### src/rtl/seg7_pkg.sv
// Shared constants for the seven-segment scan capture: active-low segment
// patterns (gfedcba) for 0-9 and the active-low single-anode codes.
package seg7_pkg;

   localparam logic [6:0] SEG_0     = 7'b1000000;
   localparam logic [6:0] SEG_1     = 7'b1111001;
   localparam logic [6:0] SEG_2     = 7'b0100100;
   localparam logic [6:0] SEG_3     = 7'b0110000;
   localparam logic [6:0] SEG_4     = 7'b0011001;
   localparam logic [6:0] SEG_5     = 7'b0010010;
   localparam logic [6:0] SEG_6     = 7'b0000010;
   localparam logic [6:0] SEG_7     = 7'b1111000;
   localparam logic [6:0] SEG_8     = 7'b0000000;
   localparam logic [6:0] SEG_9     = 7'b0010000;
   localparam logic [6:0] SEG_BLANK = 7'b1111111;

   localparam logic [3:0] AN_DIG0 = 4'b1110;
   localparam logic [3:0] AN_DIG1 = 4'b1101;
   localparam logic [3:0] AN_DIG2 = 4'b1011;
   localparam logic [3:0] AN_DIG3 = 4'b0111;
   localparam logic [3:0] AN_NONE = 4'b1111;

endpackage

### src/rtl/seg7_decode.sv
// Combinational active-low seven-segment to BCD decoder. Patterns outside
// 0-9 decode to 4'hF with valid_o low.
module seg7_decode
   import seg7_pkg::*;
(
   input  logic [6:0] seg_i,
   output logic [3:0] bcd_o,
   output logic       valid_o
);

   // Pattern lookup; anything unrecognised falls through to the defaults.
   always_comb begin
      bcd_o   = 4'hF;
      valid_o = 1'b1;
      case (seg_i)
         SEG_0:   bcd_o = 4'd0;
         SEG_1:   bcd_o = 4'd1;
         SEG_2:   bcd_o = 4'd2;
         SEG_3:   bcd_o = 4'd3;
         SEG_4:   bcd_o = 4'd4;
         SEG_5:   bcd_o = 4'd5;
         SEG_6:   bcd_o = 4'd6;
         SEG_7:   bcd_o = 4'd7;
         SEG_8:   bcd_o = 4'd8;
         SEG_9:   bcd_o = 4'd9;
         default: valid_o = 1'b0;
      endcase
   end

endmodule

### src/rtl/seg7_scan_capture.sv
// Monitor for a multiplexed 4-digit seven-segment display. Waits for each
// digit dwell to settle, decodes it into a per-digit slot and publishes a
// whole frame once all four digits have been seen.
// Optional macro SEG7_CAP_SYNC_EN: adds a 2-flop synchronizer on an/seg.
module seg7_scan_capture
   import seg7_pkg::*;
#(
   parameter int STABLE_CYCLES = 4,
   parameter int STALE_CYCLES  = 2000000
) (
   input  logic        clk_i,
   input  logic        rst_i,
   input  logic [3:0]  an_i,
   input  logic [6:0]  seg_i,
   output logic [15:0] digits_o,
   output logic [3:0]  frame_err_o,
   output logic        frame_valid_o,
   output logic        stale_o,
   output logic        anode_conflict_o
);

   localparam int SW = $clog2(STABLE_CYCLES + 1);
   localparam int TW = $clog2(STALE_CYCLES + 1);
   localparam logic [SW-1:0] STAB_MAX  = SW'(STABLE_CYCLES - 1);
   localparam logic [TW-1:0] STALE_MAX = TW'(STALE_CYCLES);

   logic [10:0] pins;

`ifdef SEG7_CAP_SYNC_EN
   logic [10:0] sync1_q, sync2_q;

   // Two-stage synchronizer for pins driven from another clock domain.
   always_ff @(posedge clk_i) begin
      if (rst_i) begin
         sync1_q <= '0;
         sync2_q <= '0;
      end else begin
         sync1_q <= {an_i, seg_i};
         sync2_q <= sync1_q;
      end
   end
   assign pins = sync2_q;
`else
   assign pins = {an_i, seg_i};
`endif

   logic [10:0]      smp_q, prev_q;
   logic [SW-1:0]    stab_q, stab_d;
   logic             captured_q, captured_d;
   logic [3:0][3:0]  slot_q, slot_d;
   logic [3:0]       err_q, err_d;
   logic [3:0]       seen_q, seen_d;
   logic [3:0][3:0]  digits_q, digits_d;
   logic [3:0]       ferr_q, ferr_d;
   logic             fv_q, fv_d;
   logic [TW-1:0]    stale_cnt_q, stale_cnt_d;
   logic             stale_q, stale_d;
   logic             conflict_q, conflict_d;

   logic [3:0] bcd;
   logic       bcd_ok;
   logic       same, cap, dig_hit, done;
   logic [1:0] idx;

   seg7_decode u_dec (
      .seg_i   (smp_q[6:0]),
      .bcd_o   (bcd),
      .valid_o (bcd_ok)
   );

   // Next-state: stability tracking, capture into slots, frame hand-off,
   // stale timer and sticky anode conflict.
   always_comb begin
      same    = (smp_q == prev_q);
      cap     = same && (stab_q == STAB_MAX) && !captured_q;
      done    = (seen_q == 4'b1111);
      dig_hit = 1'b1;
      idx     = 2'd0;
      case (smp_q[10:7])
         AN_DIG0: idx = 2'd0;
         AN_DIG1: idx = 2'd1;
         AN_DIG2: idx = 2'd2;
         AN_DIG3: idx = 2'd3;
         default: dig_hit = 1'b0;
      endcase

      stab_d     = !same ? '0 : (stab_q == STAB_MAX ? stab_q : stab_q + SW'(1));
      captured_d = !same ? 1'b0 : (captured_q | cap);

      slot_d = slot_q;
      err_d  = err_q;
      // A completed mask is cleared on hand-off, but a capture landing on
      // the same edge must still be recorded for the next frame.
      seen_d = done ? 4'b0000 : seen_q;
      if (cap && dig_hit) begin
         slot_d[idx] = bcd;
         err_d[idx]  = !bcd_ok;
         seen_d[idx] = 1'b1;
      end

      conflict_d = conflict_q | (cap && !dig_hit && (smp_q[10:7] != AN_NONE));

      digits_d = done ? slot_q : digits_q;
      ferr_d   = done ? err_q  : ferr_q;
      fv_d     = done;

      // Frame completion beats a simultaneous timeout.
      if (done) begin
         stale_cnt_d = '0;
         stale_d     = 1'b0;
      end else begin
         stale_cnt_d = (stale_cnt_q == STALE_MAX) ? stale_cnt_q : stale_cnt_q + TW'(1);
         stale_d     = (stale_cnt_d == STALE_MAX);
      end
   end

   // State registers with synchronous reset.
   always_ff @(posedge clk_i) begin
      if (rst_i) begin
         smp_q       <= '0;
         prev_q      <= '0;
         stab_q      <= '0;
         captured_q  <= 1'b0;
         slot_q      <= '0;
         err_q       <= '0;
         seen_q      <= '0;
         digits_q    <= '0;
         ferr_q      <= '0;
         fv_q        <= 1'b0;
         stale_cnt_q <= '0;
         stale_q     <= 1'b0;
         conflict_q  <= 1'b0;
      end else begin
         smp_q       <= pins;
         prev_q      <= smp_q;
         stab_q      <= stab_d;
         captured_q  <= captured_d;
         slot_q      <= slot_d;
         err_q       <= err_d;
         seen_q      <= seen_d;
         digits_q    <= digits_d;
         ferr_q      <= ferr_d;
         fv_q        <= fv_d;
         stale_cnt_q <= stale_cnt_d;
         stale_q     <= stale_d;
         conflict_q  <= conflict_d;
      end
   end

   assign digits_o         = digits_q;
   assign frame_err_o      = ferr_q;
   assign frame_valid_o    = fv_q;
   assign stale_o          = stale_q;
   assign anode_conflict_o = conflict_q;

endmodule

### config.mk
export PLATFORM = sky130hd
export DESIGN_NAME = seg7_scan_capture
export DESIGN_NICKNAME = d
export VERILOG_FILES = /design/src/rtl/seg7_pkg.sv /design/src/rtl/seg7_decode.sv /design/src/rtl/seg7_scan_capture.sv
export SDC_FILE = /design/constraint.sdc
export NUM_CORES = 1
export LEC_CHECK = 0
export BUFFER_PORTS_ARGS = -buffer_cell sky130_fd_sc_hd__buf_2
export CORE_MARGIN = 10
export CORE_UTILIZATION = 59
export DETAILED_ROUTE_END_ITERATION = 8
export HOLD_SLACK_MARGIN = 0.05
export PLACE_DENSITY = 0.8
export SLEW_MARGIN = 15
export SYNTH_ARGS = -nofsm -noshare
export SYNTH_HDL_FRONTEND = slang
export SYNTH_SLANG_ARGS = --single-unit
### constraint.sdc
create_clock -name clk_i -period 2.5 [get_ports clk_i]
set_input_delay 0.375 -clock clk_i [delete_from_list [all_inputs] [get_ports clk_i]]
set_output_delay 0.375 -clock clk_i [all_outputs]
set_load 0.02 [all_outputs]
==> results of run 1 <==
==> where the power goes <==
group,switching (mW),internal [mW],total [mW]
sequential,0.0303,1.52,1.55
clock,0.495,0.485,0.980
combinational,0.0709,0.0516,0.123
total,0.596,2.05,2.65
==> through the flow <==
step	std cells	util, %
5_1_grt	552	67.59
3_3_place_gp	537	64.65
6_report	552	67.59
2_1_floorplan	451	-
3_5_place_dp	537	64.65
4_1_cts	552	67.59
==> cells by family after synthesis <==
group                      Yosys count  share of synthesized area (%)
xor gates and xnor gates            33                          7.221
adders and majority gates            4                          1.250
AOI/OAI and AO/OA                   55                          8.472
buffers and inverters               37                          3.970
DFF                                 94                          47.01
and+or+nand+nor                    206                          26.57
muxes                               22                          5.502
==> worst max-delay path by stage <==
stage / slack (ns) / from / cells past startpoint / endpoint
after CTS: 0.27 / stab_q[0]$_SDFFE_PP0P_ / 7 / slot_q[14]$_SDFFE_PP0P_
after global placement: 0.38 / stab_q[0]$_SDFFE_PP0P_ / 8 / slot_q[0]$_SDFFE_PP0P_
after global routing: 0.06 / stab_q[0]$_SDFFE_PP0P_ / 7 / slot_q[14]$_SDFFE_PP0P_
after detailed placement: 0.33 / stab_q[0]$_SDFFE_PP0P_ / 7 / slot_q[14]$_SDFFE_PP0P_
final: 0.22 / stab_q[0]$_SDFFE_PP0P_ / 7 / slot_q[8]$_SDFFE_PP0P_
after floorplan: 0.55 / stale_cnt_q[3]$_SDFF_PP0_ / 6 / stale_o$_SDFF_PP0_
==> cells in the mapped netlist (all sizes together) (2+ instances only) <==
| cell | number | share of area (%) |
|---|---|---|
| and4 | 4 | 0.88 |
| a21boi | 2 | 0.38 |
| xnor2 | 9 | 2.0 |
| nor4b | 2 | 0.44 |
| nor4 | 4 | 1.2 |
| nand2 | 54 | 5.1 |
| buf | 7 | 1.2 |
| xor2 | 24 | 5.3 |
| nor2b | 29 | 4.5 |
| nand3b | 2 | 0.38 |
| inv | 6 | 0.56 |
| a21oi | 31 | 3.9 |
| clkbuf | 24 | 2.3 |
| nor2 | 62 | 5.8 |
| nor3b | 2 | 0.38 |
| mux2i | 22 | 5.5 |
| nand2b | 3 | 0.47 |
| and2 | 2 | 0.31 |
| nand4 | 10 | 1.9 |
| nor3 | 7 | 0.88 |
| and4bb | 2 | 0.63 |
| o22ai | 2 | 0.31 |
| nand3 | 11 | 1.4 |
| a2111oi | 2 | 0.44 |
| nor4bb | 2 | 0.50 |
| and3 | 4 | 0.63 |
| dfxtp | 94 | 47 |
| or3 | 3 | 0.47 |
| o21ai | 7 | 0.88 |
| ha | 4 | 1.3 |
==> placed cells by master, fill, tap and decap left out, types with 6 or more instances in the layout <==
cell type	instances
a21oi_1	31
mux2i_1	22
o21ai_0	7
nand3_1	11
xor2_1	24
nand2_1	54
dfxtp_1	94
nand4_1	9
clkbuf_8	10
buf_2	35
nor3_1	7
nor2b_1	29
xnor2_1	9
inv_1	6
nor2_1	62
==> layer usage <==
layer	global-route usage, %	up-vias
li1	-	1556
met1	20.35	1499
met2	26.07	74
met3	5.398	6
met4	5.315	0
met5	0	-
==> registers in the layout (all words and copies together), names as in the netlist <==
register,flops
stale_cnt_q,21
digits_o,16
slot_q,16
prev_q,11
smp_q,11
err_q,4
frame_err_o,4
seen_q,4
stab_q,3
anode_conflict_o,1
captured_q,1
frame_valid_o,1
stale_o,1
==> critical path, stage by stage (launching register included) <==
cell     delay, ns
dfxtp_1       0.36
ha_1          0.19
ha_1          0.28
nor4b_1       0.24
and4_1        0.32
and4_1        0.44
mux2i_1       0.25
nor2_1        0.06
==> cell type report <==
class	count	area, sq um
Fill cell	522	2093
Sequential cell	94	1882
Timing Repair Buffer	40	212.7
Clock buffer	12	145.1
Inverter	6	22.52
Tap cell	77	96.34
Clock inverter	3	45.04
Multi-Input combinational cell	320	1962
==> flow_summary.ini, run 1 <==
[status]
outcome = completed

[clock_network]
ctsResizeCount = 0
numCtsBuffers = 9
cts_root_buf = clkbuf_8
h-tree-depth = 3
cts_tree = yes
postCtsHoldBufs = 0
clockBufferDepth = 2
clkSinkCount = 94
path_clk_slew_ns = 0.09
insertion_delay_ns = 0.36
post_cts_buffers = 0

[worst_setup_path]
cp.arrival_ns = 2.50
timing.rr.end = slot_q[8]$_SDFFE_PP0P_
critPathKind = reg -> reg
worst_r2r_path_depth = 7
rrSetupSlack_ns = 0.22
start_kind = flop
worstPathRequired_ns = 2.72
reg2reg_from = stab_q[0]$_SDFFE_PP0P_
worstPathMaxFanout = 6
endpoint_kind = flop

[floorplan]
io-pin-count = 36
chipHeight_microns = 102.4
die_area_sq_um = 10480
start_util_pct = 61.97
die_w_microns = 102.4
rows = 29
core-area_sq_um = 6459

[drt]
drtPass1Iterations = 5
drc_errors = 0
wl_met2_mm = 3.842
drt_iter0_markers = 199
wl_per_cell_microns = 15.07
wl_mm = 8.317
vias = 3135
top_layer_used = met4
route.antenna.remaining_nets = 0
routed_via_density = 5.679
wl_met1_mm = 3.946
dr_wl_met3_microns = 461

[grt]
grt_max_degree = 52
grt_pass1_wl_mm = 13.76
first_global_vias = 2926
antenna_found_initial = 0
grt-ovfl-total = 0
globalRouteTotalUtil_pct = 16.32

[worst_hold_path]
min-delay-start = an_i[2]
hold_path_end = smp_q[9]$_SDFF_PP0_
hold_path.class = in -> reg
hold_depth = 2

[finish]
drive_gt1_share_pct = 12.84
fin_area_sq_um = 4365
antenna_cells = 0
syn_to_final_growth_pct = 9.065
final_nets = 488

[placement]
place_ws_ns = 0.3267
dp_hpwl_mm = 5.736
numPortBuffers = 35
place_congestion = 0.8350
placed_cell_area_sq_um = 4175

[timing]
setup_ws_ns = 0.2178
hold_slack_ns = 0.2247
clock_skew_ns = 0.01049
fmax_ghz = 0.4382
worstMarginPinSlew_ns = 0.6990
setup_viol = 0
slew_headroom_pct = 53.40
slew_violations = 0
hold_violations = 0
final.setup.tns_ns = 0
rsz0062_at_grt = false
post-route-min-period_ns = 2.282
finalCritPeriodShare_pct = 91.29

[yosys]
syn_avg_cell_area_sq_um = 8.875
synth_flop_cell = dfxtp_1
yosys_warnings = 0
synth_cells = 451
ys_seq_elements = 94
synth_seq_area_share_pct = 47.01
synthArstFlopShare_pct = 0
yosysUniqueCellTypes = 49
synth_edf_count = 0
synth_area_sq_um = 4003
syn-num-nets = 468

[run]
maxCapViolations = 0

[pwr]
powerDensity_nw_per_um2 = 606.9
total_power_mw = 2.649
leakage_nw = 1.646
ir_worst_vdd_uv = 366.2
Note: power is estimated with default switching activity, not from simulation.
==> run 2, diff against run 1 <==
--- a/config.mk
+++ b/config.mk
@@ -5,12 +5,13 @@
 export SDC_FILE = /design/constraint.sdc
 export NUM_CORES = 1
 export LEC_CHECK = 0
-export BUFFER_PORTS_ARGS = -buffer_cell sky130_fd_sc_hd__buf_2
+export CAP_MARGIN = 20
 export CORE_MARGIN = 10
-export CORE_UTILIZATION = 59
+export CORE_UTILIZATION = 60
 export DETAILED_ROUTE_END_ITERATION = 8
+export DONT_BUFFER_PORTS = 1
 export HOLD_SLACK_MARGIN = 0.05
-export PLACE_DENSITY = 0.8
+export PLACE_DENSITY = 0.77
 export SLEW_MARGIN = 15
 export SYNTH_ARGS = -nofsm -noshare
 export SYNTH_HDL_FRONTEND = slang
==> flow_summary.ini, run 2 (same netlist as run 1, synthesis figures left out) <==
[finish]
fin_area_sq_um = 4190
syn_to_final_growth_pct = 4.689
layout_common_cells = dfxtp_1, nor2_1, nand2_1
stdcell_count = 517
antenna_cells = 0
fillers = 566
drive_gt1_share_pct = 6.136
fin_util_pct = 65.24
final_common_cell = dfxtp_1
final_nets = 452
largest_reg_flops = 21
top_register = stale_cnt_q

[worst_setup_path]
crit_path_max_incr_delay_ns = 0.46
critPathKind = reg -> reg
worstPathMaxFanout = 6
endpoint_kind = flop
cp.arrival_ns = 2.47
worstPathRequired_ns = 2.78
crit_chain = ha_1 -> ha_1 -> nor4b_1 -> and4_1 -> and4_1 -> mux2i_1 -> nor2_1
start_kind = flop
cpMaxStageDelayCell = and4_1

[pwr]
ir_worst_vdd_uv = 445.9
clkPwrFrac_pct = 37.2
leakage_nw = 1.476
powerDensity_nw_per_um2 = 624.6
p_int_mw = 1.954
power_frac_seq_pct = 59.1
switching_power_mw = 0.6633
p_comb_share_pct = 3.7
switching_share_pct = 25.34

[placement]
dp.cells = 500
place_congestion = 0.8456
placed_cell_area_sq_um = 3985
dp_hpwl_mm = 5.345
numPortBuffers = 0
place_ws_ns = 0.3101

[floorplan]
rows = 29
die_area_sq_um = 10340
start_util_pct = 62.32
core-area_sq_um = 6422
io-pin-count = 36
chipHeight_microns = 101.7
die_w_microns = 101.7

[clock_network]
clkSinkCount = 94
cts_root_buf = clkbuf_8
post_cts_buffers = 0
path_clk_slew_ns = 0.11
numCtsBuffers = 9
insertion_delay_ns = 0.37
clockBufferDepth = 2
h-tree-depth = 3
cts_tree = yes

[grt]
grt_max_degree = 71
globalRouteTotalUtil_pct = 15.45
antenna_found_initial = 0
grt-ovfl-total = 0
first_global_vias = 2641
grt_pass1_wl_mm = 12.82

[drt]
route.antenna.remaining_nets = 0
drt_iter0_markers = 188
vias = 2908
drc_errors = 0
drtPass1Iterations = 4
routed_via_density = 5.625
wl_per_cell_microns = 14.85
wl_mm = 7.678

[timing]
hold_violations = 0
post-route-min-period_ns = 2.189
rsz0062_at_grt = false
clock_skew_ns = 0.01655
slew_headroom_pct = 54.03
worstMarginPinSlew_ns = 0.6895
fmax_ghz = 0.4568
setup_viol = 0
slew_violations = 0
final.setup.tns_ns = 0
finalCritPeriodShare_pct = 87.57
setup_ws_ns = 0.3107

[run]
maxCapViolations = 0

[status]
outcome = completed

[worst_hold_path]
hold_path.class = in -> reg
-- run 2: timing repair --
action                                 4_1_cts  5_1_grt
hold buffers                                 1        0
endpoints found under the hold margin        1        0
gates resized for setup                      0        0
-- run 2: stage by stage --
stage	hold WS [ns]	power (mW)
finish	0.07946	2.617
global route	0.05520	2.718
CTS	0.05018	2.646
detailed placement	0.4398	1.674
global placement	0.4377	1.671
floorplan	0.4312	1.663
-- run 2: power groups by stage --
stage / combinational (mW) / clock (mW) / sequential [mW]
floorplan: 0.0985 / 0 / 1.56
global placement: 0.0918 / 0 / 1.58
detailed placement: 0.0932 / 0 / 1.58
CTS: 0.0965 / 1.00 / 1.55
global route: 0.108 / 1.06 / 1.55
finish: 0.0965 / 0.975 / 1.55
-- run 2: final timing paths --
check	startpoint	endpoint	slack, ns	depth (start not counted)
max reg2reg	stab_q[0]$_SDFFE_PP0P_	slot_q[10]$_SDFFE_PP0P_	0.31	7
max	stab_q[0]$_SDFFE_PP0P_	slot_q[10]$_SDFFE_PP0P_	0.31	7
min	rst_i	smp_q[10]$_SDFF_PP0_	0.08	1
min reg2reg	slot_q[14]$_SDFFE_PP0P_	digits_o[14]$_SDFFE_PP0P_	0.45	2
-- run 2: area by class of cell --
cell class	instances	area, sq um	area share (%)
Multi-Input combinational cell	320	1962	46.82
Sequential cell	94	1882	44.91
Clock buffer	9	123.9	2.956
Tap cell	77	96.34	2.299
Clock inverter	7	71.32	1.702
Timing Repair Buffer	4	32.53	0.7764
Inverter	6	22.52	0.5375
-- run 2: layer usage --
metal | up-vias | part of all wire, % | global-route usage (%)
li1 | 1497 | - | -
met5 | - | 0 | 0
met2 | 47 | 45 | 23.46
met3 | 12 | 5.7 | 5.514
met1 | 1352 | 48 | 19.62
met4 | 0 | 1.5 | 6.051
-- run 2: critical path: cells and delay by family, from the launching register on --
kind                       cells  cell delay, ns
DFF                            1            0.36
adders and majority gates      2            0.43
muxes                          1            0.24
and+or+nand+nor                4            1.07
